**config.mk**
```make
export PLATFORM = sky130hd
export DESIGN_NAME = serial_adder
export DESIGN_NICKNAME = d
export VERILOG_FILES = /design/src/rtl/serial_adder_pkg.sv /design/src/rtl/serial_adder_full_adder.sv /design/src/rtl/serial_adder.sv
export SDC_FILE = /design/constraint.sdc
export NUM_CORES = 1
export LEC_CHECK = 0
export BUFFER_PORTS_ARGS = -buffer_cell sky130_fd_sc_hd__buf_2
export CAP_MARGIN = 40
export CORE_AREA = 5 5 51 71
export DETAILED_ROUTE_END_ITERATION = 6
export DIE_AREA = 0 0 56 76
export PLACE_DENSITY = 0.8
export SYNTH_ARGS = -nofsm -noshare
export SYNTH_HDL_FRONTEND = slang
export SYNTH_HIERARCHICAL = 1
export SYNTH_SLANG_ARGS = --single-unit
```
**constraint.sdc**
```tcl
create_clock -name clk -period 4.3 [get_ports clk]
set_input_delay 0.86 -clock clk [delete_from_list [all_inputs] [get_ports clk]]
set_output_delay 0.86 -clock clk [all_outputs]
set_load 0.005 [all_outputs]
```
**src/rtl/serial_adder_pkg.sv**
```systemverilog
`default_nettype none
// ============================================================================
//  Module      : serial_adder_pkg
//  Description : Shared types and constants for the bit-serial adder.
//  Revision    : 1.0 - initial release
// ============================================================================
package serial_adder_pkg;

   // Largest supported operand width
   localparam int MAX_WIDTH = 64;

   // Control states of the serial adder
   typedef enum logic [1:0] {
      IDLE = 2'd0,
      RUN  = 2'd1,
      DONE = 2'd2
   } state_t;

endpackage
`default_nettype wire

```
**src/rtl/serial_adder_full_adder.sv**
```systemverilog
`default_nettype none
// ============================================================================
//  Module      : half_adder / full_adder
//  Description : One-bit adder slice built from two half adders and an OR
//                of their carries.
//  Revision    : 1.0 - initial release
// ============================================================================
module half_adder (
   input  logic a,
   input  logic b,
   output logic sum,
   output logic carry
);
   assign sum   = a ^ b;
   assign carry = a & b;
endmodule

module full_adder (
   input  logic a,
   input  logic b,
   input  logic cin,
   output logic sum,
   output logic cout
);
   logic w_s1;
   logic w_c1;
   logic w_c2;

   half_adder u_ha0 (
      .a     (a),
      .b     (b),
      .sum   (w_s1),
      .carry (w_c1)
   );

   half_adder u_ha1 (
      .a     (w_s1),
      .b     (cin),
      .sum   (sum),
      .carry (w_c2)
   );

   // At most one half adder can generate a carry, so OR is sufficient
   assign cout = w_c1 | w_c2;
endmodule
`default_nettype wire

```
**src/rtl/serial_adder.sv**
```systemverilog
`default_nettype none
// ============================================================================
//  Module      : serial_adder
//  Description : Bit-serial adder, LSB first, one bit per clock through a
//                single full-adder slice. Valid/ready on input and output.
//                Define SERIAL_ADDER_OVERFLOW_EN to add the signed overflow
//                output.
//  Revision    : 1.0 - initial release
// ============================================================================
module serial_adder #(
   parameter int WIDTH = 8
) (
   input  logic             clk,
   input  logic             rst_n,
   input  logic             in_valid,
   output logic             in_ready,
   input  logic [WIDTH-1:0] a,
   input  logic [WIDTH-1:0] b,
   output logic             out_valid,
   input  logic             out_ready,
   output logic [WIDTH-1:0] sum,
   output logic             carry
`ifdef SERIAL_ADDER_OVERFLOW_EN
   ,
   output logic             overflow
`endif
);
   import serial_adder_pkg::*;

   localparam int c_cnt_w = (WIDTH > 1) ? $clog2(WIDTH) : 1;
   localparam logic [c_cnt_w-1:0] c_last = c_cnt_w'(WIDTH - 1);

   state_t             r_state;
   state_t             w_state_next;
   logic [WIDTH-1:0]   r_a_sh;
   logic [WIDTH-1:0]   r_b_sh;
   logic [WIDTH-1:0]   r_sum_sh;
   logic [WIDTH-1:0]   r_sum;
   logic [c_cnt_w-1:0] r_cnt;
   logic               r_c;
   logic               r_carry;
   logic               w_s;
   logic               w_cout;
   logic               w_last;
   logic [WIDTH-1:0]   w_sum_next;

   full_adder u_fa (
      .a    (r_a_sh[0]),
      .b    (r_b_sh[0]),
      .cin  (r_c),
      .sum  (w_s),
      .cout (w_cout)
   );

   // Sum shift register with the new bit entering at the MSB
   if (WIDTH == 1) begin : g_sum_w1
      logic [WIDTH-1:0] w_unused_sum_sh;
      assign w_unused_sum_sh = r_sum_sh;
      assign w_sum_next      = w_s;
   end else begin : g_sum_wn
      logic w_unused_sum_lsb;
      assign w_unused_sum_lsb = r_sum_sh[0];
      assign w_sum_next       = {w_s, r_sum_sh[WIDTH-1:1]};
   end

   assign w_last    = (r_cnt == c_last);
   assign in_ready  = (r_state == IDLE);
   assign out_valid = (r_state == DONE);
   assign sum       = r_sum;
   assign carry     = r_carry;

   // State register
   always_ff @(posedge clk) begin
      if (!rst_n) begin
         r_state <= IDLE;
      end else begin
         r_state <= w_state_next;
      end
   end

   // Next-state decode
   always_comb begin
      w_state_next = r_state;
      case (r_state)
         IDLE:    if (in_valid)  w_state_next = RUN;
         RUN:     if (w_last)    w_state_next = DONE;
         DONE:    if (out_ready) w_state_next = IDLE;
         default: w_state_next = IDLE;
      endcase
   end

   // Operand load, serial add, and result capture on the final bit
   always_ff @(posedge clk) begin
      if (!rst_n) begin
         r_a_sh   <= '0;
         r_b_sh   <= '0;
         r_sum_sh <= '0;
         r_sum    <= '0;
         r_cnt    <= '0;
         r_c      <= 1'b0;
         r_carry  <= 1'b0;
      end else begin
         case (r_state)
            IDLE: begin
               if (in_valid) begin
                  r_a_sh   <= a;
                  r_b_sh   <= b;
                  r_sum_sh <= '0;
                  r_cnt    <= '0;
                  r_c      <= 1'b0;
               end
            end
            RUN: begin
               r_sum_sh <= w_sum_next;
               r_a_sh   <= r_a_sh >> 1;
               r_b_sh   <= r_b_sh >> 1;
               r_c      <= w_cout;
               r_cnt    <= r_cnt + c_cnt_w'(1);
               if (w_last) begin
                  r_sum   <= w_sum_next;
                  r_carry <= w_cout;
               end
            end
            default: begin
            end
         endcase
      end
   end

`ifdef SERIAL_ADDER_OVERFLOW_EN
   logic r_overflow;

   // Signed overflow: carry into the MSB differs from carry out of it
   always_ff @(posedge clk) begin
      if (!rst_n) begin
         r_overflow <= 1'b0;
      end else if ((r_state == RUN) && w_last) begin
         r_overflow <= r_c ^ w_cout;
      end
   end

   assign overflow = r_overflow;
`endif

endmodule
`default_nettype wire

```
== After elaboration in Yosys (flattened, before gate mapping) ==
Index checks and enable logic that the tools add are counted.
W data, S select, Z words.

* Register bits: 39
* Word-level logic and storage cells: 39

* $add $sub $neg: 1
* Equal/unequal tests: 6
* Multiplexer cells: 14
* Bitwise operators: 5
* Reduce and logical (&&, ||, !) cells: 5

{| class="wikitable"
|+ Operators by type and width
! cell !! count
|-
| $pmux W8 S2 || 3
|-
| $mux W8 || 3
|-
| $mux W2 || 3
|-
| $pmux W2 S3 || 1
|-
| $pmux W3 S2 || 1
|-
| $ne A2 B2 Y1 const B || 2
|-
| $reduce_and A2 Y1 || 2
|-
| $add A3 B1 Y3 const B || 1
|-
| $eq A3 B3 Y1 const B || 1
|-
| $mux W3 || 1
|-
| $reduce_and A3 Y1 || 1
|-
| $and A1 B1 Y1 || 2
|-
| $eq A2 B1 Y1 const B || 1
|-
| $eq A2 B2 Y1 const B || 1
|-
| $logic_not A2 Y1 || 1
|-
| $ne A2 B1 Y1 const B || 1
|-
| $pmux W1 S2 || 1
|-
| $reduce_bool A2 Y1 || 1
|-
| $xor A1 B1 Y1 || 2
|-
| $mux W1 || 1
|-
| $or A1 B1 Y1 || 1
|}

== Longest topological paths before layout ==
* Word-level depth: 4
* Gate-level depth with buffers: 6
* Gate-level depth less buffers: 5

== Hierarchy ==
Netlist, hierarchy kept.

{| class="wikitable"
|+ By module, submodules not included
! module !! instances !! cells an instance !! area each (µm²)
|-
| serial_adder || 1 || 163 || 1585.3
|-
| half_adder || 2 || 1 || 12.5
|-
| full_adder || 1 || 1 || 6.3
|}

== Least setup slack after synthesis ==
OpenSTA, ideal clock, no wires.

* Path type: in2reg
* From: input in_valid
* To: register r_a_sh[0]
* Data arrival time: 1661 ps
* Data required time: 4183 ps
* Path slack: 2522 ps
* Stages: 5
* Path buffers: 2
* Cells stage by stage: or3b_1 > buf_2 > buf_6 > o221ai_2 > nor2_1

* Longest elaborated chain between the ends: 2

{| class="wikitable"
|+ Ends and longest elaborated chain
! item !! line !! RTL
|-
| from (decl) || serial_adder.sv:15 || <nowiki>input logic in_valid,</nowiki>
|-
| $ne A2 B2 Y1 (no source line) || -- ||
|-
| $reduce_and A2 Y1 (no source line) || -- ||
|-
| to (signal assigned) || serial_adder.sv:115 || <nowiki>r_a_sh <= r_a_sh >> 1;</nowiki>
|-
| to (decl) || serial_adder.sv:35 || <nowiki>logic [WIDTH-1:0] r_a_sh;</nowiki>
|}

No other way between the ends.
A chain may end at the register's enable or synchronous reset.

== Worst setup path after layout ==
* From: register r_state[1]
* To: output out_valid

* Longest elaborated chain between the ends: 1

{| class="wikitable"
|+ Ends and longest elaborated chain
! item !! line !! RTL
|-
| from (decl) || serial_adder.sv:33 || <nowiki>state_t r_state;</nowiki>
|-
| from (signal assigned) || serial_adder.sv:77 || <nowiki>r_state <= w_state_next;</nowiki>
|-
| $eq A2 B2 Y1 || serial_adder.sv:68 || <nowiki>assign out_valid = (r_state == DONE);</nowiki>
|-
| to (decl) || serial_adder.sv:19 || <nowiki>output logic out_valid,</nowiki>
|}

No other way between the ends.

==> run metrics <==
drt pass-1 iters=4; max_cap viols=0; Inst Count DP=222; setup tns final=0 ps; io pins=31; layout cell share with drive strength beyond 1=25.7%; setup violators final=0; unrepaired setup endpoints after global routing=no; max-slew violations=0; CTS sink count=38; htree depth=2; final number of hold-violating endpoints=0; Hold/Removal Path Class=flip-flop to flip-flop; Mapped Area=1620 µm²; post-synthesis compound-gate area fraction=22.8%; Worst setup EP type=output pin; WS Path Type=flip-flop to output pin; Peak Freq=514 MHz; xor-xnor portion of the synthesized cell area=0%; CP startpoint kind=flip-flop; critical path depth=2; die width=56 µm; Synth Warn #=6; CTS Buf Count=5; post-synthesis sequential element count=38; TritonCTS clock tree=done; worst path cell trace=nor2b_1 > buf_2; Worst Reg-to-Reg Cells=5; r2r setup slk=2640 ps; Post-synth EDFFs=0; clk slew on worst S/H paths=70 ps; crit path DAT=1090 ps; Worst Path Buf+Inv=1; slew margin rel.=51.4%; Ant. Diodes=0; clk_skew=3.12 ps; Hold Startpoint=sum[3]; Setup Buffers After CTS=0; drt via density=5.37; worst skew pair latency=280 ps; reg-to-reg critical path endpoint=carry; CTS Hold Bufs=0; post-synthesis mux area share=1.24%; Placement Setup Slack=2190 ps; largest net degree at the start of global routing=39; Avg Inst Size Synth=9.74 µm²; via count=1234; Antenna Nets Post-Route=0; first-pass GRT wire length=5250 µm; Post-Route WL=3100 µm; DR DRC count=0; Slew @ Worst Pin=729 ps; worst min-delay path endpoint=sum[3]; Pwr Density=377 nW/µm²; Final Critical Period=1950 ps; vias in the first global route=1193; Final WS setup=2350 ps; Seq/Total Area, Yosys=47.1%; Area growth syn-to-layout=13.4%; cell family with the largest share of critical-path delay=flip-flops; Slowest-stage cell, CP=dfxtp_1; Primary FF master, synth=dfxtp_1; Cells after Synth=166; CTS max path bufs=2; Core ar.=2970 µm²; synth unique cells=25; total congestion overflow=0; Finished Layout Cells=230; Max IR drop VDD=0.370 mV; CP required=3440 ps; DIE HEIGHT=76 µm; Final Cycle Share=45.3%; Async SR Flop Fraction=0%; post-cts resize count=0; Synth Area in Simple Gates=20.6%; CTS Root Cell=clkbuf_8; Total GRT Usage=15.0%; largest family of logic cells by synthesized area=compound AO/OA/AOI/OAI gates; total nets after synthesis=190; Final Wtd Congestion=0.744; DP HPWL=2180 µm; worst-path maximum fanout=10; num rows=24; NumNets Final=214; status=finished clean; initial DRC count=23; CP max stage delay=460 ps; # port buffers=30; Critical Path Start=r_state[1]; Hold Crit Depth=2; Adder-Cell Fraction of Synth Area=3.10%; initial antenna violation count=0; Worst R2R Start=r_cnt[0]; leakage power=0.719 nW; die area=4260 µm²; Starting Density=54.4%; DR WL/cell=13.5 µm
[cell type report]
| cell class | instances | area [µm²] |
|---|---|---|
| clock buffer | 7 | 86.3 |
| clock inverter | 1 | 5.00 |
| fill | 254 | 1140 |
| inverter | 1 | 3.75 |
| multi-input combinational | 113 | 771 |
| sequential | 38 | 761 |
| tap | 39 | 48.8 |
| timing repair buffer | 31 | 158 |
[synth_stat cells, types with 4 or more instances]
master,count,area [µm²]
dfxtp_1,38,761
buf_2,5,25.0
o221ai_2,10,150
o221ai_1,4,35.0
nand3_1,9,45.0
ha_1,4,50.1
a22oi_1,12,90.1
a21boi_0,10,75.1
nor2b_1,13,81.3
nor2_1,29,109
nand2_1,9,33.8
clkbuf_1,5,18.8
[worst register-to-register path, stage by stage (launching register included)]
cell and delay (ps):
dfxtp_1 350, ha_1 160, ha_1 390, nand3b_1 380, nand2_1 160, a21boi_0 100
[layout by cell type (no fill, tap or decap), types with 2 or more instances in the layout]
master,netlist,routed
dfxtp_1,38,38
nor2b_1,13,13
mux2i_1,2,2
ha_1,4,4
a21boi_0,10,10
a22oi_1,12,12
o221ai_2,10,10
nand2b_1,2,2
clkbuf_8,0,6
buf_2,5,30
nor2_1,29,29
o221ai_1,4,4
nand2_1,9,9
nor3b_1,2,2
nand3_1,9,9
[per-stage QoR]
step           utilization [%]  instance area [µm²]  total power [mW]  hold WS [ps]
2_1_floorplan                -                 1620             0.440           441
3_3_place_gp              58.3                 1730             0.453           451
3_5_place_dp              58.6                 1740             0.457           458
4_1_cts                   61.7                 1830             0.701           468
5_1_grt                   61.7                 1830             0.725           495
6_report                  61.7                 1830             0.692           462
[power breakdown]
part	internal, mW	leakage (nW)	switching, mW
Clock	0.129	0.0482	0.113
Sequential	0.368	0.311	0.0119
Combinational	0.0313	0.360	0.0383
Total	0.528	0.719	0.164
[worst max-delay path by stage]
stage           endpoint  slack [ps]
2_1_floorplan  r_a_sh[0]        2520
3_3_place_gp   r_b_sh[7]        2210
3_5_place_dp   r_b_sh[5]        2190
4_1_cts        out_valid        2350
5_1_grt        out_valid        2240
6_report       out_valid        2350
[flip-flops by register name, indices dropped and copies added (netlist names)]
register,count
r_a_sh,8
r_c,1
sum,8
r_state,2
r_b_sh,8
carry,1
r_cnt,3
r_sum_sh,7
[cell families (layout without fill, tap and decap cells)]
family / Yosys count / after routing
multiplexers: 2 / 2
buffers and inverters: 15 / 40
AND/OR/NAND/NOR: 69 / 69
adder cells (fa/ha/maj): 4 / 4
flip-flops: 38 / 38
AO/OA/AOI/OAI: 38 / 38
[metal layers]
layer	part of all wire [%]	track usage (%)
met4	1.1	4.28
met1	42	16.6
met3	5.1	5.76
met5	0	0
met2	51	26.2
Power figures use the tool's default switching activity.
